<file path="src/rtl/npu_add_pkg.sv">
// rtl/npu_add_pkg.sv - shared types and helpers for the MAC reduction-tree adders
// Purpose: rounding-mode encodings, the carry-save row type handed from the
//   compressor tree to the final adder, and a ceiling-divide helper for
//   segment sizing.
// Ports: none (package).
package npu_add_pkg;

   localparam logic RND_NONE    = 1'b0;
   localparam logic RND_HALF_UP = 1'b1;

   // Packages cannot be parametrised, so the row type is sized for the widest
   // tree; users zero-extend their IN_W-wide rows into it and slice back out.
   localparam int CSA_MAX_W = 64;

   typedef struct packed {
      logic [CSA_MAX_W-1:0] sum;
      logic [CSA_MAX_W-1:0] carry;
   } csa_row_t;

   function automatic int ceil_div(input int num, input int den);
      return (num + den - 1) / den;
   endfunction

endpackage

</file>
<file path="src/rtl/adder_seg.sv">
// rtl/adder_seg.sv - one registered carry-chain slice of the final adder
// Purpose: adds two W-bit operand slices, a W-bit rounding slice and an
//   incoming carry, and registers the W-bit result and the carry-out.
// Ports:
//   clk, reset_n   clock, synchronous active-low reset (clears result/carry)
//   en             1 = load new result, 0 = hold
//   a, b           carry-save operand slices
//   rnd            rounding-constant slice (at most one bit set, in one slice only)
//   cin            carry from the slice below
//   sum            registered result bits
//   cout           registered carry to the slice above
module adder_seg #(
   parameter int W = 10
) (
   input  logic         clk,
   input  logic         reset_n,
   input  logic         en,
   input  logic [W-1:0] a,
   input  logic [W-1:0] b,
   input  logic [W-1:0] rnd,
   input  logic [1:0]   cin,
   output logic [W-1:0] sum,
   output logic [1:0]   cout
);

   // Three operands plus carry can reach 2^(W+1) + 2^(W-1), so the carry
   // between slices is two bits wide; it never exceeds 2.
   logic [W+1:0] total;

   assign total = (W+2)'(a) + (W+2)'(b) + (W+2)'(rnd) + (W+2)'(cin);

   always_ff @(posedge clk) begin
      if (!reset_n) begin
         sum  <= '0;
         cout <= '0;
      end else if (en) begin
         sum  <= total[W-1:0];
         cout <= total[W+1:W];
      end
   end

endmodule

</file>
<file path="src/rtl/adder_final_pipe.sv">
// rtl/adder_final_pipe.sv - pipelined carry-propagate adder closing the MAC reduction tree
// Purpose: adds the carry-save sum/carry rows plus an optional round-half-up
//   constant over SEGS registered carry segments, then drops the DROP low
//   result bits. Latency SEGS cycles, one beat per cycle, valid/ready flow.
// Ports:
//   clk, reset_n          clock, synchronous active-low reset
//   in_valid, in_ready    input handshake; in_ready = out_ready | ~out_valid
//   in_sum, in_carry      carry-save rows, IN_W bits each
//   in_rnd                1 = add 2^(DROP-1) before dropping bits
//   out_valid, out_ready  output handshake
//   out_data              result bits [IN_W-1:DROP]
//   out_cout              result bit IN_W
module adder_final_pipe
   import npu_add_pkg::*;
#(
   parameter int  IN_W  = 20,
   parameter int  DROP  = 6,
   parameter int  SEGS  = 2,
   localparam int OUT_W = IN_W - DROP
) (
   input  logic             clk,
   input  logic             reset_n,
   input  logic             in_valid,
   output logic             in_ready,
   input  logic [IN_W-1:0]  in_sum,
   input  logic [IN_W-1:0]  in_carry,
   input  logic             in_rnd,
   output logic             out_valid,
   input  logic             out_ready,
   output logic [OUT_W-1:0] out_data,
   output logic             out_cout
);

   localparam int SEG_W   = ceil_div(IN_W, SEGS);
   // Operands are zero-padded to a whole number of segments so every slice is
   // SEG_W wide; the padding only ever receives carries.
   localparam int PAD_W   = SEG_W * SEGS;
   localparam int RND_POS = (DROP > 0) ? DROP - 1 : 0;
   localparam logic [PAD_W-1:0] RND_BIT = PAD_W'(1) << RND_POS;

   logic             adv;
   csa_row_t         row;
   logic             unused_row;
   logic [PAD_W-1:0] sum_p, carry_p, rnd_p;
   logic [PAD_W+1:0] full;
   logic             unused_full;

   assign row.sum   = CSA_MAX_W'(in_sum);
   assign row.carry = CSA_MAX_W'(in_carry);
   assign unused_row = ^row;

   // Gate operands with in_valid so bubbles carry clean zeros down the pipe.
   assign sum_p   = in_valid ? row.sum[PAD_W-1:0]   : '0;
   assign carry_p = in_valid ? row.carry[PAD_W-1:0] : '0;
   assign rnd_p   = (in_valid && (DROP > 0) && (in_rnd == RND_HALF_UP)) ? RND_BIT : '0;

   for (genvar k = 0; k < SEGS; k++) begin : g_st
      // a_in/b_in/r_in are right-aligned: this stage's slice sits in [SEG_W-1:0].
      logic [PAD_W-1:0] a_in, b_in, r_in;
      logic [PAD_W-1:0] lo_in, lo_q, lo_out;
      logic [1:0]       c_in, cout_q;
      logic [SEG_W-1:0] res_q;
      logic             v_in, v_q;

      if (k == 0) begin : g_src0
         assign a_in  = sum_p;
         assign b_in  = carry_p;
         assign r_in  = rnd_p;
         assign lo_in = '0;
         assign c_in  = 2'b00;
         assign v_in  = in_valid;
      end else begin : g_srcn
         assign a_in  = g_st[k-1].g_sk.a_q;
         assign b_in  = g_st[k-1].g_sk.b_q;
         assign r_in  = g_st[k-1].g_sk.r_q;
         assign lo_in = g_st[k-1].lo_out;
         assign c_in  = g_st[k-1].cout_q;
         assign v_in  = g_st[k-1].v_q;
      end

      adder_seg #(.W(SEG_W)) u_seg (
         .clk     (clk),
         .reset_n (reset_n),
         .en      (adv),
         .a       (a_in[SEG_W-1:0]),
         .b       (b_in[SEG_W-1:0]),
         .rnd     (r_in[SEG_W-1:0]),
         .cin     (c_in),
         .sum     (res_q),
         .cout    (cout_q)
      );

      // Deskew: completed lower bits ride alongside this stage's result.
      always_ff @(posedge clk) begin
         if (!reset_n) begin
            v_q  <= 1'b0;
            lo_q <= '0;
         end else if (adv) begin
            v_q  <= v_in;
            lo_q <= lo_in;
         end
      end

      assign lo_out = lo_q | (PAD_W'(res_q) << (k * SEG_W));

      if (k < SEGS - 1) begin : g_sk
         // Skew: operand bits not yet added, shifted down one slice per stage.
         logic [PAD_W-1:0] a_q, b_q, r_q;

         always_ff @(posedge clk) begin
            if (!reset_n) begin
               a_q <= '0;
               b_q <= '0;
               r_q <= '0;
            end else if (adv) begin
               a_q <= a_in >> SEG_W;
               b_q <= b_in >> SEG_W;
               r_q <= r_in >> SEG_W;
            end
         end
      end else begin : g_last
         logic unused_hi;
         assign unused_hi = ^{a_in, b_in, r_in};
      end
   end

   assign out_valid = g_st[SEGS-1].v_q;
   assign adv       = out_ready | ~out_valid;
   assign in_ready  = adv;

   // Full-precision result; bit IN_W is the carry-out whether it lands in the
   // padding of the top slice or in its carry register.
   assign full        = {g_st[SEGS-1].cout_q, g_st[SEGS-1].lo_out};
   assign out_data    = full[IN_W-1:DROP];
   assign out_cout    = full[IN_W];
   assign unused_full = ^full;

endmodule
</file>
<file path="config.mk">
export PLATFORM = sky130hd
export DESIGN_NAME = adder_final_pipe
export DESIGN_NICKNAME = d
export VERILOG_FILES = /design/src/rtl/npu_add_pkg.sv /design/src/rtl/adder_seg.sv /design/src/rtl/adder_final_pipe.sv
export SDC_FILE = /design/constraint.sdc
export NUM_CORES = 1
export LEC_CHECK = 0
export ABC_CLOCK_PERIOD_IN_PS = 2300
export BUFFER_PORTS_ARGS = -buffer_cell sky130_fd_sc_hd__buf_2
export CAP_MARGIN = 15
export CORE_ASPECT_RATIO = 1.25
export CORE_MARGIN = 1.5
export CORE_UTILIZATION = 40
export CTS_BUF_LIST = sky130_fd_sc_hd__clkbuf_16
export CTS_CLUSTER_DIAMETER = 50
export DETAILED_ROUTE_END_ITERATION = 7
export GPL_ROUTABILITY_DRIVEN = 0
export GPL_TIMING_DRIVEN = 0
export MAX_ROUTING_LAYER = met4
export PLACE_DENSITY_LB_ADDON = 0.25
export SLEW_MARGIN = 10
export SYNTH_ARGS = -nofsm -noshare
export SYNTH_HDL_FRONTEND = slang
export SYNTH_SLANG_ARGS = --single-unit
</file>
<file path="constraint.sdc">
create_clock -name clk -period 2.3 [get_ports clk]
set_input_delay 0.115 -clock clk [delete_from_list [all_inputs] [get_ports clk]]
set_output_delay 0.115 -clock clk [all_outputs]
set_load 0.05 [all_outputs]
</file>
### After elaboration in Yosys (flattened, before gate mapping)

Index checks and enable logic that the tools add are counted.

| word-level totals | value |
|---|---|
| flip-flop bits (word level) | 65 |
| input bits | 45 |
| output and inout port bits | 17 |

| cells by class | value |
|---|---|
| $add $sub $neg | 5 |
| mux-type cells | 3 |
| bitwise gates (word level) | 3 |
| reduce and logical (&&, ||, !) cells | 1 |

Operators with widths:

| operator | number |
|---|---|
| two-way mux 20 bit | 2 |
| adder 10 x 10 -> 11 bit | 2 |
| bitwise OR 10 x 20 -> 20 bit | 1 |
| adder 12 x 6 -> 12 bit | 1 |
| adder 11 x 10 -> 11 bit | 1 |
| adder 11 x 2 -> 11 bit | 1 |
| two-way mux 6 bit | 1 |
| logical AND 1 bit | 1 |
| inverter 1 bit | 1 |
| bitwise OR 1 bit | 1 |

### Logic depth before layout (Yosys ltp)

| depth | value |
|---|---|
| word-level depth | 3 |
| depth in mapped cells | 14 |
| mapped depth without buffers | 13 |

### Hierarchy

From an unflattened synthesis, not the netlist that was laid out.

| second synthesis, totals | value |
|---|---|
| cell total of the unflattened synthesis | 479 |
| area, all modules | 4,149.0 µm² |

Modules (own cells, without submodules):

| module | times used | cells an instance | area an instance (µm²) | seq. area each (µm²) |
|---|---|---|---|---|
| adder_seg at g_st[0].u_seg | 1 | 172 | 1,476.4 | 240.2 |
| adder_seg at g_st[1].u_seg | 1 | 170 | 1,452.6 | 240.2 |
| adder_final_pipe | 1 | 137 | 1,219.9 | 520.5 |

### Least setup slack after synthesis

Ideal clock, no wire load.

| timing path | value |
|---|---|
| path kind | register to register |
| start point | reg g_st[0].u_seg.cout[1] |
| end point | reg g_st[1].u_seg.sum[9] |
| library setup time | 0.165 ns |
| data arrival time | 2.411 ns |
| data required time | 2.135 ns |
| slack | -0.276 ns |
| stages on the path, launching flop included | 11 |
| buffers on the path | 0 |
| cell sequence | dfxtp_1 -> fa_1 -> ha_1 -> fa_1 -> a21o_1 -> a21oi_1 -> o21bai_1 -> a21oi_1 -> o21bai_1 -> a21oi_1 -> o221ai_1 |

| on the way | value |
|---|---|
| longest elaborated chain between the ends | 1 |

RTL lines:

| what | RTL line | source |
|---|---|---|
| from (decl) | adder_seg.sv:23 | `output logic [1:0] cout` |
| from (signal assigned) | adder_seg.sv:38 | `cout <= total[W+1:W];` |
| adder 11 x 2 -> 11 bit | adder_seg.sv:30 | `assign total = (W+2)'(a) + (W+2)'(b) + (W+2)'(rnd) + (W+2)'(cin);` |
| to (signal assigned) | adder_seg.sv:37 | `sum <= total[W-1:0];` |
| to (decl) | adder_seg.sv:22 | `output logic [W-1:0] sum,` |

No other way between the ends.
A chain may end at the register's enable or synchronous reset.

### Worst setup path after layout

Ends and elaborated chain as after synthesis.

==> impl_metrics.tcl <==
set metrics [dict create \
    timing.final.ws_setup_ps -278 \
    wirelength_um 6310 \
    violations "negative setup slack" \
    ys_async_sr_fraction 0 \
    setup_violations 6 \
    finish.instance_area_um2 3380 \
    skew_ps 9.91 \
    clock.fmax_ghz 0.388 \
    hp-start "in_sum[11]" \
    grt-ovfl-total 0 \
    path_max_fanout 2 \
    grt_max_degree 20 \
    crit_path_end_kind "register" \
    netlist_area_um2 2660 \
    root_buffer "clkbuf_16" \
    grt_pass1_vias 2292 \
    syn-num-nets 388 \
    cp_data_required_time_ps 2510 \
    fin_cells 474 \
    start_util 0.410 \
    crit_path_start_kind "register" \
    critical-path-top-delay-family "adder cells" \
    ys_seq_elements 43 \
    dr.first_iter.drc_count 123 \
    p_leak_nw 1.59 \
    io_pins 62 \
    final_layout_size_suffix_gt1_frac 0.269 \
    min_path_type "in -> reg" \
    detail_route.wl_per_cell_um 13.3 \
    maxCapViolCount 0 \
    fin_crit_sh 1.12 \
    dp_cells 461 \
    numPortBuffers 61 \
    rrSetupSlack_ps -280 \
    timing.hold.ws_ps 93.5 \
    clockBufferDepth 2 \
    fin_crit_ps 2580 \
    p_per_area_nw_per_um2 595 \
    r2r-start "g_st[0].u_seg.cout[1]" \
    core_area_um2 6480 \
    grtUsageTotal 0.191 \
    synth.avg_cell_area_um2 8.50 \
    drtAntennaViolNets 0 \
    die_h_um 94.2 \
    htree_levels 2 \
    rsz0062_at_grt "yes" \
    insertion_delay_ps 290 \
    synth_cell_types 42 \
    num_vias 2418 \
    finalHoldViolCount 0 \
    yosysWarningCount 0 \
    rows 33 \
    antenna_found_initial 0 \
    first_pass_iters 4 \
    max-vdd-ir-drop_uv 270 \
    drc 0 \
    critical_path_arrival_ps 2780 \
    path_cells "fa_1 > ha_2 > fa_2 > a21o_1 > a21oi_2 > o21bai_1 > a21oi_2 > o21bai_1 > a21oi_2 > nand4_1 > o221ai_1" \
    clock-sinks 43 \
    critPathBufInv 0 \
    timing.final.max_slew_violations 0 \
    worst_pin_slew_ps 560 \
    synth-seq-area-share 0.324 \
    synth_cells 313 \
    synthFlopType "dfxtp_1" \
    timing.rr.end "g_st[1].u_seg.sum[9]" \
    path_clk_slew_ps 60 \
    cts_tree "done" \
    critPathMaxStageDelay_ps 500 \
    grt_pass1_wl_um 10400 \
    dpl_cell_area_um2 3110 \
    status "finished with violations" \
    syn2layout_area_growth_pct 27.2 \
    cts_buffers 5 \
    die_area_um2 7150 \
    synth_edf_count 0 \
    hold_depth 3 \
    slowest_stage "fa_1" \
    dp_hpwl_um 4810 \
    die-width_um 75.9 \
    antenna_cells 0 \
    nNetsFinal 462 \
    r2r_cells 11 \
    viasPerCell 5.10 \
    place_ws_ps -403 \
    min_to "g_st[0].g_sk.a_q[1]" \
    worst_path_most_repeated_cell "a21oi_2" \
    worst-setup-path-type "reg -> reg" \
    slew_headroom 0.627 \
]
[through the flow]
step,setup TNS [ps],power (W),utilization
detailed placement,-2100,0.00122,0.479
global placement,-1820,0.00122,0.479
floorplan,-84.6,0.00111,-
CTS,-929,0.00202,0.513
global route,-1580,0.00211,0.522
finish,-913,0.00202,0.522
[cells in the mapped netlist, types with 2 or more instances]
cell / count / area [um^2]
xnor2_1: 10 / 87.6
a21oi_1: 13 / 65.1
fa_1: 3 / 60.1
ha_1: 27 / 338
a21o_1: 4 / 30.0
xor2_1: 4 / 35.0
o21ai_1: 2 / 10.0
nor2b_1: 2 / 12.5
nand4b_1: 2 / 17.5
clkbuf_1: 18 / 67.6
o211ai_1: 2 / 15.0
and3_1: 2 / 12.5
o21bai_1: 4 / 30.0
o211a_1: 4 / 40.0
a21boi_0: 29 / 218
a31oi_1: 2 / 12.5
nand3b_1: 3 / 22.5
nand3_1: 23 / 115
dfxtp_1: 43 / 861
and2_1: 22 / 138
nor2_1: 2 / 7.51
inv_1: 11 / 41.3
nand4_1: 4 / 25.0
o21ai_0: 6 / 30.0
nand2_1: 53 / 199
nor3b_1: 2 / 15.0
[logic make-up (layout without fill, tap and decap cells)]
group	count (synthesis)	in the layout	synth area share
muxes	1	1	0.00376
adders and majority gates	30	30	0.150
AOI/OAI and AO/OA	74	74	0.199
buffers and inverters	31	105	0.0442
and+or+nand+nor	119	119	0.227
DFF	43	43	0.324
xor gates and xnor gates	15	15	0.0522
[registers in the layout (all words and copies together), names as in the netlist]
register and cells:
g_st.u_seg.sum 14, g_st.g_sk.a_q 10, g_st.g_sk.b_q 10, g_st.lo_q 4, g_st.u_seg.cout 3, g_st.v_q 1
out_valid 1
[layout make-up]
class | count | area (um^2)
Fill cell | 628 | 3100
Multi-Input combinational cell | 239 | 1760
Sequential cell | 43 | 863
Timing Repair Buffer | 68 | 362
Clock buffer | 5 | 125
Tap cell | 87 | 109
Buffer | 19 | 88.8
Inverter | 11 | 41.3
Clock inverter | 2 | 33.8
[where the power goes]
part,switching [W],total (W),internal (W)
Sequential,0.0000239,0.000815,0.000791
Clock,0.000290,0.000793,0.000503
Combinational,0.000240,0.000408,0.000167
Total,0.000555,0.00202,0.00146
[placed cells by master (no fill, tap or decap), types with 2 or more instances in the layout]
| cell | netlist | routed |
|---|---|---|
| fa_1 | 3 | 2 |
| dfxtp_2 | 0 | 2 |
| nand4_1 | 4 | 4 |
| a21oi_2 | 1 | 8 |
| clkbuf_1 | 18 | 14 |
| and2_1 | 22 | 22 |
| buf_6 | 0 | 3 |
| inv_1 | 11 | 12 |
| clkbuf_16 | 0 | 5 |
| o21bai_1 | 4 | 4 |
| ha_1 | 27 | 23 |
| a21o_1 | 4 | 4 |
| nor2_1 | 2 | 2 |
| o211a_1 | 4 | 4 |
| buf_2 | 1 | 62 |
| nor2b_1 | 2 | 2 |
| nand3b_1 | 3 | 3 |
| nand3_1 | 23 | 23 |
| dfxtp_1 | 43 | 41 |
| buf_4 | 0 | 6 |
| a31oi_1 | 2 | 2 |
| o211ai_1 | 2 | 2 |
| xnor2_2 | 1 | 3 |
| a21oi_1 | 13 | 6 |
| ha_2 | 0 | 3 |
| a21boi_0 | 29 | 29 |
| o21ai_0 | 6 | 2 |
| nand4b_1 | 2 | 2 |
| nor3b_1 | 2 | 2 |
| xor2_1 | 4 | 3 |
| nand2_1 | 53 | 53 |
| o21ai_1 | 2 | 5 |
| xnor2_1 | 10 | 8 |
[routing by layer]
metal,GRT usage,wire [um],part of all wire,vias up
met5,-,0,0,-
met4,0.0710,138,0.022,0
met3,0.0350,200,0.032,12
met2,0.351,3250,0.52,47
met1,0.207,2720,0.43,1129
li1,-,-,-,1230
[how the worst max path moves through the flow]
stage | from | end | slack (ps) | depth (start not counted)
6_report | g_st[0].u_seg.cout[1] | g_st[1].u_seg.sum[9] | -280 | 11
3_3_place_gp | in_valid | g_st[0].u_seg.cout[0] | -370 | 12
4_1_cts | g_st[0].u_seg.cout[1] | g_st[1].u_seg.sum[9] | -280 | 11
3_5_place_dp | in_valid | g_st[0].u_seg.cout[0] | -400 | 12
2_1_floorplan | g_st[0].u_seg.cout[1] | g_st[1].u_seg.sum[9] | -70 | 10
5_1_grt | g_st[0].u_seg.cout[1] | g_st[1].u_seg.sum[9] | -380 | 11
[timing repair]
item / CTS / global route
setup buffers: 5 / 2
endpoints found under the hold margin: 0 / 0
hold buffers: 0 / 0
setup endpoints to repair: 7 / 11
pin swaps: 10 / 8
resized for setup: 8 / 18
[worst register-to-register path, cell delays in order (launching register included)]
cell      delay (ps)
dfxtp_2          340
fa_1             500
ha_2             200
fa_2             350
a21o_1           210
a21oi_2          170
o21bai_1         110
a21oi_2          170
o21bai_1         100
a21oi_2          160
nand4_1          110
o221ai_1          90
(Power assumes the default switching activity.)
